$ cat src/rtl/amm_arbiter_2to1_if.sv
// Single-beat Avalon-MM link (no readdatavalid): one master side, one slave side.
interface amm_arbiter_2to1_if #(
    parameter int P_ASIZE  = 32,
    parameter int P_DBYTES = 4
);
    logic [P_ASIZE-1:0]    address;
    logic [P_DBYTES*8-1:0] writedata;
    logic [P_DBYTES-1:0]   byteenable;
    logic                  write;
    logic                  read;
    logic [P_DBYTES*8-1:0] readdata;
    logic                  waitrequest;

    modport master (
        output address, writedata, byteenable, write, read,
        input  readdata, waitrequest
    );

    modport slave (
        input  address, writedata, byteenable, write, read,
        output readdata, waitrequest
    );
endinterface

$ cat src/rtl/amm_arbiter_2to1.sv
// Two-master, one-slave Avalon-MM arbiter: one single-beat transaction per grant,
// round-robin or fixed priority, with a waitrequest watchdog that forces completion.
module amm_arbiter_2to1 #(
    parameter int P_ASIZE   = 32,
    parameter int P_DBYTES  = 4,
    parameter bit P_RR      = 1'b1,
    parameter int P_TIMEOUT = 255
) (
    input  logic               clk,
    input  logic               reset_n,
    amm_arbiter_2to1_if.slave  m0,
    amm_arbiter_2to1_if.slave  m1,
    amm_arbiter_2to1_if.master s,
    output logic               timeout_err
);
    localparam int WD_W = (P_TIMEOUT > 0) ? $clog2(P_TIMEOUT + 1) : 1;
    localparam logic [WD_W-1:0] WD_MAX = WD_W'(P_TIMEOUT);

    localparam logic [1:0] S_IDLE = 2'd0;
    localparam logic [1:0] S_G0   = 2'd1;
    localparam logic [1:0] S_G1   = 2'd2;
    localparam logic [1:0] S_REL  = 2'd3;

    logic [1:0]      state, state_nxt;
    logic            last, last_nxt;
    logic [WD_W-1:0] wdog, wdog_nxt;
    logic            req0, req1, granted, sel1, req_g, expire;

    assign req0    = m0.read | m0.write;
    assign req1    = m1.read | m1.write;
    assign granted = (state == S_G0) || (state == S_G1);
    assign sel1    = (state == S_G1);
    assign req_g   = sel1 ? req1 : req0;

    // Expiry only counts while the granted master still holds its request.
    assign expire = (P_TIMEOUT != 0) && granted && req_g && s.waitrequest && (wdog == WD_MAX);

    assign timeout_err = expire;

    always_comb begin
        s.address    = '0;
        s.writedata  = '0;
        s.byteenable = '0;
        s.read       = 1'b0;
        s.write      = 1'b0;
        if (state == S_G0) begin
            s.address    = m0.address;
            s.writedata  = m0.writedata;
            s.byteenable = m0.byteenable;
            s.read       = m0.read;
            s.write      = m0.write;
        end else if (state == S_G1) begin
            s.address    = m1.address;
            s.writedata  = m1.writedata;
            s.byteenable = m1.byteenable;
            s.read       = m1.read;
            s.write      = m1.write;
        end
    end

    always_comb begin
        m0.waitrequest = 1'b1;
        m0.readdata    = '0;
        m1.waitrequest = 1'b1;
        m1.readdata    = '0;
        if (state == S_G0) begin
            m0.waitrequest = s.waitrequest & ~expire;
            m0.readdata    = expire ? '0 : s.readdata;
        end else if (state == S_G1) begin
            m1.waitrequest = s.waitrequest & ~expire;
            m1.readdata    = expire ? '0 : s.readdata;
        end
    end

    always_comb begin
        state_nxt = state;
        last_nxt  = last;
        wdog_nxt  = '0;
        case (state)
            S_IDLE: begin
                if (req0 && req1) begin
                    state_nxt = (P_RR && !last) ? S_G1 : S_G0;
                end else if (req0) begin
                    state_nxt = S_G0;
                end else if (req1) begin
                    state_nxt = S_G1;
                end
            end
            S_G0, S_G1: begin
                if (!req_g) begin
                    state_nxt = S_IDLE;
                end else if (!s.waitrequest || expire) begin
                    state_nxt = S_REL;
                    last_nxt  = sel1;
                end else if (P_TIMEOUT != 0) begin
                    wdog_nxt = wdog + 1'b1;
                end
            end
            default: state_nxt = S_IDLE;
        endcase
    end

    always_ff @(posedge clk or negedge reset_n) begin
        if (!reset_n) begin
            state <= S_IDLE;
            last  <= 1'b1;
            wdog  <= '0;
        end else begin
            state <= state_nxt;
            last  <= last_nxt;
            wdog  <= wdog_nxt;
        end
    end
endmodule

$ cat src/flat_wrapper.sv
// flat-port wrapper written by rule: the top's interface ports become plain ports
module amm_arbiter_2to1_flat 
#(
    parameter int P_ASIZE   = 32,
    parameter int P_DBYTES  = 4,
    parameter bit P_RR      = 1'b1,
    parameter int P_TIMEOUT = 255
)
  (clk, reset_n, timeout_err, m0_address, m0_writedata, m0_byteenable, m0_write, m0_read, m0_readdata, m0_waitrequest, m1_address, m1_writedata, m1_byteenable, m1_write, m1_read, m1_readdata, m1_waitrequest, s_address, s_writedata, s_byteenable, s_write, s_read, s_readdata, s_waitrequest);
  amm_arbiter_2to1_if #(.P_ASIZE(P_ASIZE), .P_DBYTES(P_DBYTES)) m0_i ();
  amm_arbiter_2to1_if #(.P_ASIZE(P_ASIZE), .P_DBYTES(P_DBYTES)) m1_i ();
  amm_arbiter_2to1_if #(.P_ASIZE(P_ASIZE), .P_DBYTES(P_DBYTES)) s_i ();
  input  logic clk;
  input  logic reset_n;
  output logic timeout_err;
  input wire logic [$bits(m0_i.address)-1:0] m0_address;
  input wire logic [$bits(m0_i.writedata)-1:0] m0_writedata;
  input wire logic [$bits(m0_i.byteenable)-1:0] m0_byteenable;
  input wire logic [$bits(m0_i.write)-1:0] m0_write;
  input wire logic [$bits(m0_i.read)-1:0] m0_read;
  output wire logic [$bits(m0_i.readdata)-1:0] m0_readdata;
  output wire logic [$bits(m0_i.waitrequest)-1:0] m0_waitrequest;
  input wire logic [$bits(m1_i.address)-1:0] m1_address;
  input wire logic [$bits(m1_i.writedata)-1:0] m1_writedata;
  input wire logic [$bits(m1_i.byteenable)-1:0] m1_byteenable;
  input wire logic [$bits(m1_i.write)-1:0] m1_write;
  input wire logic [$bits(m1_i.read)-1:0] m1_read;
  output wire logic [$bits(m1_i.readdata)-1:0] m1_readdata;
  output wire logic [$bits(m1_i.waitrequest)-1:0] m1_waitrequest;
  output wire logic [$bits(s_i.address)-1:0] s_address;
  output wire logic [$bits(s_i.writedata)-1:0] s_writedata;
  output wire logic [$bits(s_i.byteenable)-1:0] s_byteenable;
  output wire logic [$bits(s_i.write)-1:0] s_write;
  output wire logic [$bits(s_i.read)-1:0] s_read;
  input wire logic [$bits(s_i.readdata)-1:0] s_readdata;
  input wire logic [$bits(s_i.waitrequest)-1:0] s_waitrequest;
  assign m0_i.address = m0_address;
  assign m0_i.writedata = m0_writedata;
  assign m0_i.byteenable = m0_byteenable;
  assign m0_i.write = m0_write;
  assign m0_i.read = m0_read;
  assign m0_readdata = m0_i.readdata;
  assign m0_waitrequest = m0_i.waitrequest;
  assign m1_i.address = m1_address;
  assign m1_i.writedata = m1_writedata;
  assign m1_i.byteenable = m1_byteenable;
  assign m1_i.write = m1_write;
  assign m1_i.read = m1_read;
  assign m1_readdata = m1_i.readdata;
  assign m1_waitrequest = m1_i.waitrequest;
  assign s_address = s_i.address;
  assign s_writedata = s_i.writedata;
  assign s_byteenable = s_i.byteenable;
  assign s_write = s_i.write;
  assign s_read = s_i.read;
  assign s_i.readdata = s_readdata;
  assign s_i.waitrequest = s_waitrequest;
  amm_arbiter_2to1 #(.P_ASIZE(P_ASIZE), .P_DBYTES(P_DBYTES), .P_RR(P_RR), .P_TIMEOUT(P_TIMEOUT)) u_core (.clk(clk), .reset_n(reset_n), .m0(m0_i), .m1(m1_i), .s(s_i), .timeout_err(timeout_err));
endmodule
$ cat config.mk
export PLATFORM = sky130hd
export DESIGN_NAME = amm_arbiter_2to1_flat
export DESIGN_NICKNAME = d
export VERILOG_FILES = /design/src/rtl/amm_arbiter_2to1_if.sv /design/src/rtl/amm_arbiter_2to1.sv /design/src/flat_wrapper.sv
export SDC_FILE = /design/constraint.sdc
export NUM_CORES = 1
export LEC_CHECK = 0
export CELL_PAD_IN_SITES_DETAIL_PLACEMENT = 1
export CELL_PAD_IN_SITES_GLOBAL_PLACEMENT = 1
export CORE_MARGIN = 5
export CORE_UTILIZATION = 13
export DETAILED_ROUTE_END_ITERATION = 8
export GPL_TIMING_DRIVEN = 0
export PLACE_DENSITY = 0.83
export SLEW_MARGIN = 20
export SYNTH_ARGS = -nofsm -noshare
export SYNTH_HDL_FRONTEND = slang
export SYNTH_SLANG_ARGS = --single-unit
$ cat constraint.sdc
create_clock -name clk -period 7.05 [get_ports clk]
set_clock_uncertainty 0.2 [all_clocks]
set_input_delay 1.41 -clock clk [delete_from_list [all_inputs] [get_ports clk]]
set_output_delay 1.41 -clock clk [all_outputs]
set_load 0.01 [all_outputs]
-- After elaboration in Yosys (flattened, before gate mapping)
Index checks and enable logic that the tools add are counted.
- reduce and logical (&&, ||, !) cells: 11
- bitwise gates (word level): 4
- eq/ne operators: 5
- mux-type cells: 28
- add/sub/neg operators: 1
- operators by type and width (cell ; number):
    32-bit 2-to-1 mux ; 8
    8-bit 2-to-1 mux ; 3
    2-bit 2-to-1 mux ; 6
    8-bit by 1-bit adder with 8-bit output (second input constant) ; 1
    8-bit equality test (second input constant) ; 1
    1-bit 2-to-1 mux ; 8
    4-bit 2-to-1 mux ; 2
    1-bit logical AND ; 4
    4-bit by 1-bit != test with 1-bit output (second input constant) ; 1
    2-bit case mux with 2 select lines ; 1
    3-bit != test (second input constant) ; 1
    3-bit AND reduction ; 1
    2-bit by 1-bit equality test with 1-bit output (second input constant) ; 1
    2-bit equality test (second input constant) ; 1
    2-bit logical NOT ; 1
    1-bit logical OR ; 2
    1-bit bitwise OR ; 2
    2-bit AND reduction ; 1
    2-bit OR reduction ; 1
    1-bit bitwise AND ; 1
    1-bit logical NOT ; 1
    1-bit inverter ; 1
- flip-flop bits (word level): 11
- output and inout bits: 137
- word-level logic and storage cells: 52

-- Depth between registers and ports, before layout
- word-level depth: 9
- depth in mapped cells: 7
- gate-level depth less buffers: 6

-- Worst setup path after synthesis
Ideal clock, no wire load.
- kind: input port to output port
- start: input m1_write
- end: output m1_readdata[10]
- path buffers: 1
- arrival time: 2.652 ns
- data required time: 5.440 ns
- stages on the path: 5
- slack: 2.788 ns
- cell sequence: or3b_1 > o311a_2 > a311oi_4 > buf_6 > and2_1
- longest elaborated chain between the ends: 8
- ends and longest elaborated chain (item ; line ; RTL):
    from (decl) ; flat_wrapper.sv:26 ; input wire logic [$bits(m1_i.write)-1:0] m1_write;
    1-bit bitwise OR ; amm_arbiter_2to1.sv:30 ; assign req1 = m1.read | m1.write;
    1-bit 2-to-1 mux ; amm_arbiter_2to1.sv:33 ; assign req_g = sel1 ? req1 : req0;
    1-bit logical AND (3 in series) ; amm_arbiter_2to1.sv:36 ; assign expire = (P_TIMEOUT != 0) && granted && req_g && s.waitrequest && (wdog == WD_MAX);
    32-bit 2-to-1 mux ; amm_arbiter_2to1.sv:71 ; m1.readdata = expire ? '0 : s.readdata;
    32-bit 2-to-1 mux ; amm_arbiter_2to1.sv:69 ; end else if (state == S_G1) begin
    32-bit 2-to-1 mux ; amm_arbiter_2to1.sv:66 ; if (state == S_G0) begin
    to (decl) ; flat_wrapper.sv:28 ; output wire logic [$bits(m1_i.readdata)-1:0] m1_readdata;
Every way passes these cells.

-- Final worst setup path
- start: input m1_write
- end: output m0_readdata[10]
- longest elaborated chain between the ends: 7
- ends and longest elaborated chain (item ; line ; RTL):
    1-bit bitwise OR ; amm_arbiter_2to1.sv:30 ;
    1-bit 2-to-1 mux ; amm_arbiter_2to1.sv:33 ;
    1-bit logical AND (3 in series) ; amm_arbiter_2to1.sv:36 ;
    32-bit 2-to-1 mux ; amm_arbiter_2to1.sv:68 ; m0.readdata = expire ? '0 : s.readdata;
    32-bit 2-to-1 mux ; amm_arbiter_2to1.sv:66 ;
    to (decl) ; flat_wrapper.sv:21 ; output wire logic [$bits(m0_i.readdata)-1:0] m0_readdata;
Every way passes these cells.

==> flow_summary.toml <==
[run_status]
status = "complete, no violations"

[grt]
grt_util_met1_pct = 19.2
grtUsageMet2_pct = 33.2
track_usage_pct = 16.8
overflow = 0
grtUsageMet3_pct = 2.67
grt_max_degree = 12
antenna_found_initial = 0
grt_pass1_wl_um = 21500
grt.busiest_layer = "met2"
grt_pass1_vias = 3383

[clock_tree]
cts_setup_buffers = 0
cts_hold_buf = 0
post_cts_resized = 0
htree_levels = 1
clk_pin_slew_ns = 0.04
cts_buffer_depth = 2
cts.sinks = 11
clock_latency_ns = 0.24
cts_buffers = 3
cts_tree = "yes"
cts.root.buffer_cell = "clkbuf_16"

[pwr]
switching_share_pct = 42.6
internal-power_w = 0.000972
p_comb_share_pct = 88.6
power.net_switching_w = 0.000723
ir_drop_v = 0.000187
p_leak_nw = 2.01
power_density_mw_per_mm2 = 324
p_seq_share_pct = 5.3
clkPwrFrac_pct = 6.1

[route]
drtPass1Iterations = 4
drt-initial-drc-count = 110
route.detailed.drc = 0
avgViaCountPerCell = 4.33
drtAntennaViolNets = 0
wl_per_cell_um = 21.3
totalWireLength_um = 15400
vias = 3133

[placement]
placed_cells = 719
dp.final_hpwl_um = 13800
place_ws_ns = 1.36
routabilityCongestion = 0.926
io_buffers = 311

[cells_and_area]
area_delta_synth_final_pct = 188
drive_gt1_share_pct = 2.95
final_cells = 723
layout_commonest_cell = "clkdlybuf4s50_1"
n_antenna_cell = 0
final_util_pct = 38.0
layout_common_cells = "311 x clkdlybuf4s50_1, 69 x a22o_1, 64 x and2_1"
nets = 725

[logic_synthesis]
syn-cell-area_mm2 = 0.00182
synthCells = 228
postSynthAreaPerCell_um2 = 7.97
synthArstFlopShare_pct = 100
yosysWarnings = 0
ys.flop_type = "dfrtp_1"
synth_nets = 409
ys_types = 32
ys_ff_latch = 11
ys_seq_area_share_pct = 15.2
synth_edf_count = 0

[floorplan]
core_area_mm2 = 0.0138
pin_count = 312
start_util_pct = 13.2
dieArea_mm2 = 0.0164
rows = 43
die_w_um = 128
fp.dieH_um = 128

[sta]
rsz0062_at_grt = "no"
final_max_slew_viol_count = 0
fmax_ghz = 0.178
setup_tns_ns = 0
hold_viol_final = 0
tightest_slew_ns = 0.723
finalCritPeriodShare_pct = 79.5
fin_crit_ns = 5.60
fin_ws_ns = 1.45
final-setup-viol-count = 0
max-slew-margin-rel_pct = 51.2

[worst_setup_path]
startpoint_type = "primary input"
worstSetupPathType = "in2out"
arrival_ns = 3.99
cp_max_fo = 10
cp-end-kind = "output port"
cp.required_ns = 5.44

[flow_run]
max-cap-violations = 0

[hold_path]
hold_path.class = "reg2reg"
-- cells by family (layout without fill, tap and decap cells) --
| kind of cell | Yosys count | after routing | share of synthesized area (%) |
|---|---|---|---|
| AND/OR/NAND/NOR | 93 | 93 | 29.7 |
| AO/OA/AOI/OAI | 83 | 83 | 39.8 |
| buffers and inverters | 27 | 342 | 7.09 |
| flip-flops | 11 | 11 | 15.2 |
| adder cells (fa/ha/maj) | 6 | 6 | 4.13 |
| XOR/XNOR | 6 | 6 | 2.89 |
| multiplexers | 2 | 2 | 1.24 |
-- final timing paths --
check / slack [ns] / depth (start not counted) / to / from
hold reg to reg: 0.26 / 1 / u_core.wdog[0] / u_core.wdog[0]
max in group asynchronous: 4.98 / 1 / u_core.last / reset_n
min in group asynchronous: 1.32 / 1 / u_core.wdog[4] / reset_n
setup / recovery: 1.45 / 7 / m0_readdata[10] / m1_write
setup reg to reg: 4.69 / 5 / u_core.state[0] / u_core.state[0]
hold / removal: 0.26 / 1 / u_core.wdog[0] / u_core.wdog[0]
-- per-stage QoR --
stage	hold slack, ns	total power, W	cell area (um^2)
after floorplan	0.225	0.000736	1820
after global placement	0.242	0.00157	5160
after detailed placement	0.255	0.00160	5160
after CTS	0.260	0.00171	5240
after global routing	0.292	0.00178	5240
final	0.258	0.00169	5240
-- state kept, by name, summed over array words and instances, names as in the netlist --
name,cells
u_core.last,1
u_core.wdog,8
u_core.state,2
-- final cells by class --
| class | instances | area (um^2) |
|---|---|---|
| Tap cell | 180 | 225 |
| Fill cell | 1640 | 8540 |
| Clock buffer | 4 | 78.8 |
| Inverter | 5 | 18.8 |
| Multi-Input combinational cell | 190 | 1410 |
| Timing Repair Buffer | 311 | 3110 |
| Buffer | 22 | 110 |
| Sequential cell | 11 | 277 |
-- power groups by stage --
stage / Combinational (W) / Clock [W] / Sequential (W)
3_3_place_gp: 0.00149 / 0 / 0.0000887
4_1_cts: 0.00152 / 0.000104 / 0.0000902
5_1_grt: 0.00159 / 0.000107 / 0.0000925
2_1_floorplan: 0.000649 / 0 / 0.0000870
6_report: 0.00150 / 0.000103 / 0.0000901
3_5_place_dp: 0.00151 / 0 / 0.0000911
-- Yosys cell counts (3+ instances only) --
| master | n | area, um^2 |
|---|---|---|
| a22o_1 | 69 | 604 |
| and2_1 | 64 | 400 |
| and3_1 | 5 | 31.3 |
| buf_1 | 3 | 11.3 |
| buf_6 | 3 | 33.8 |
| clkbuf_1 | 12 | 45.0 |
| clkbuf_2 | 3 | 15.0 |
| dfrtp_1 | 10 | 250 |
| ha_1 | 6 | 75.1 |
| inv_1 | 5 | 18.8 |
| nand2_1 | 4 | 15.0 |
| nand3_1 | 6 | 30.0 |
| nor2_1 | 11 | 41.3 |
| o21ai_0 | 3 | 15.0 |
| xnor2_1 | 4 | 35.0 |
-- critical path, cell delays in order --
cell	delay, ns
clkdlybuf4s50_1	0.46
or3b_1	0.41
o311a_2	0.20
a31oi_1	0.48
clkbuf_2	0.29
and2_1	0.19
clkdlybuf4s50_1	0.55
-- layer usage --
metal	up-vias	routed length (um)
met5	-	0
met3	6	1140
met4	0	85
met2	132	8540
met1	1520	5660
li1	1475	-
No activity file was read; power rests on OpenSTA's default activity.
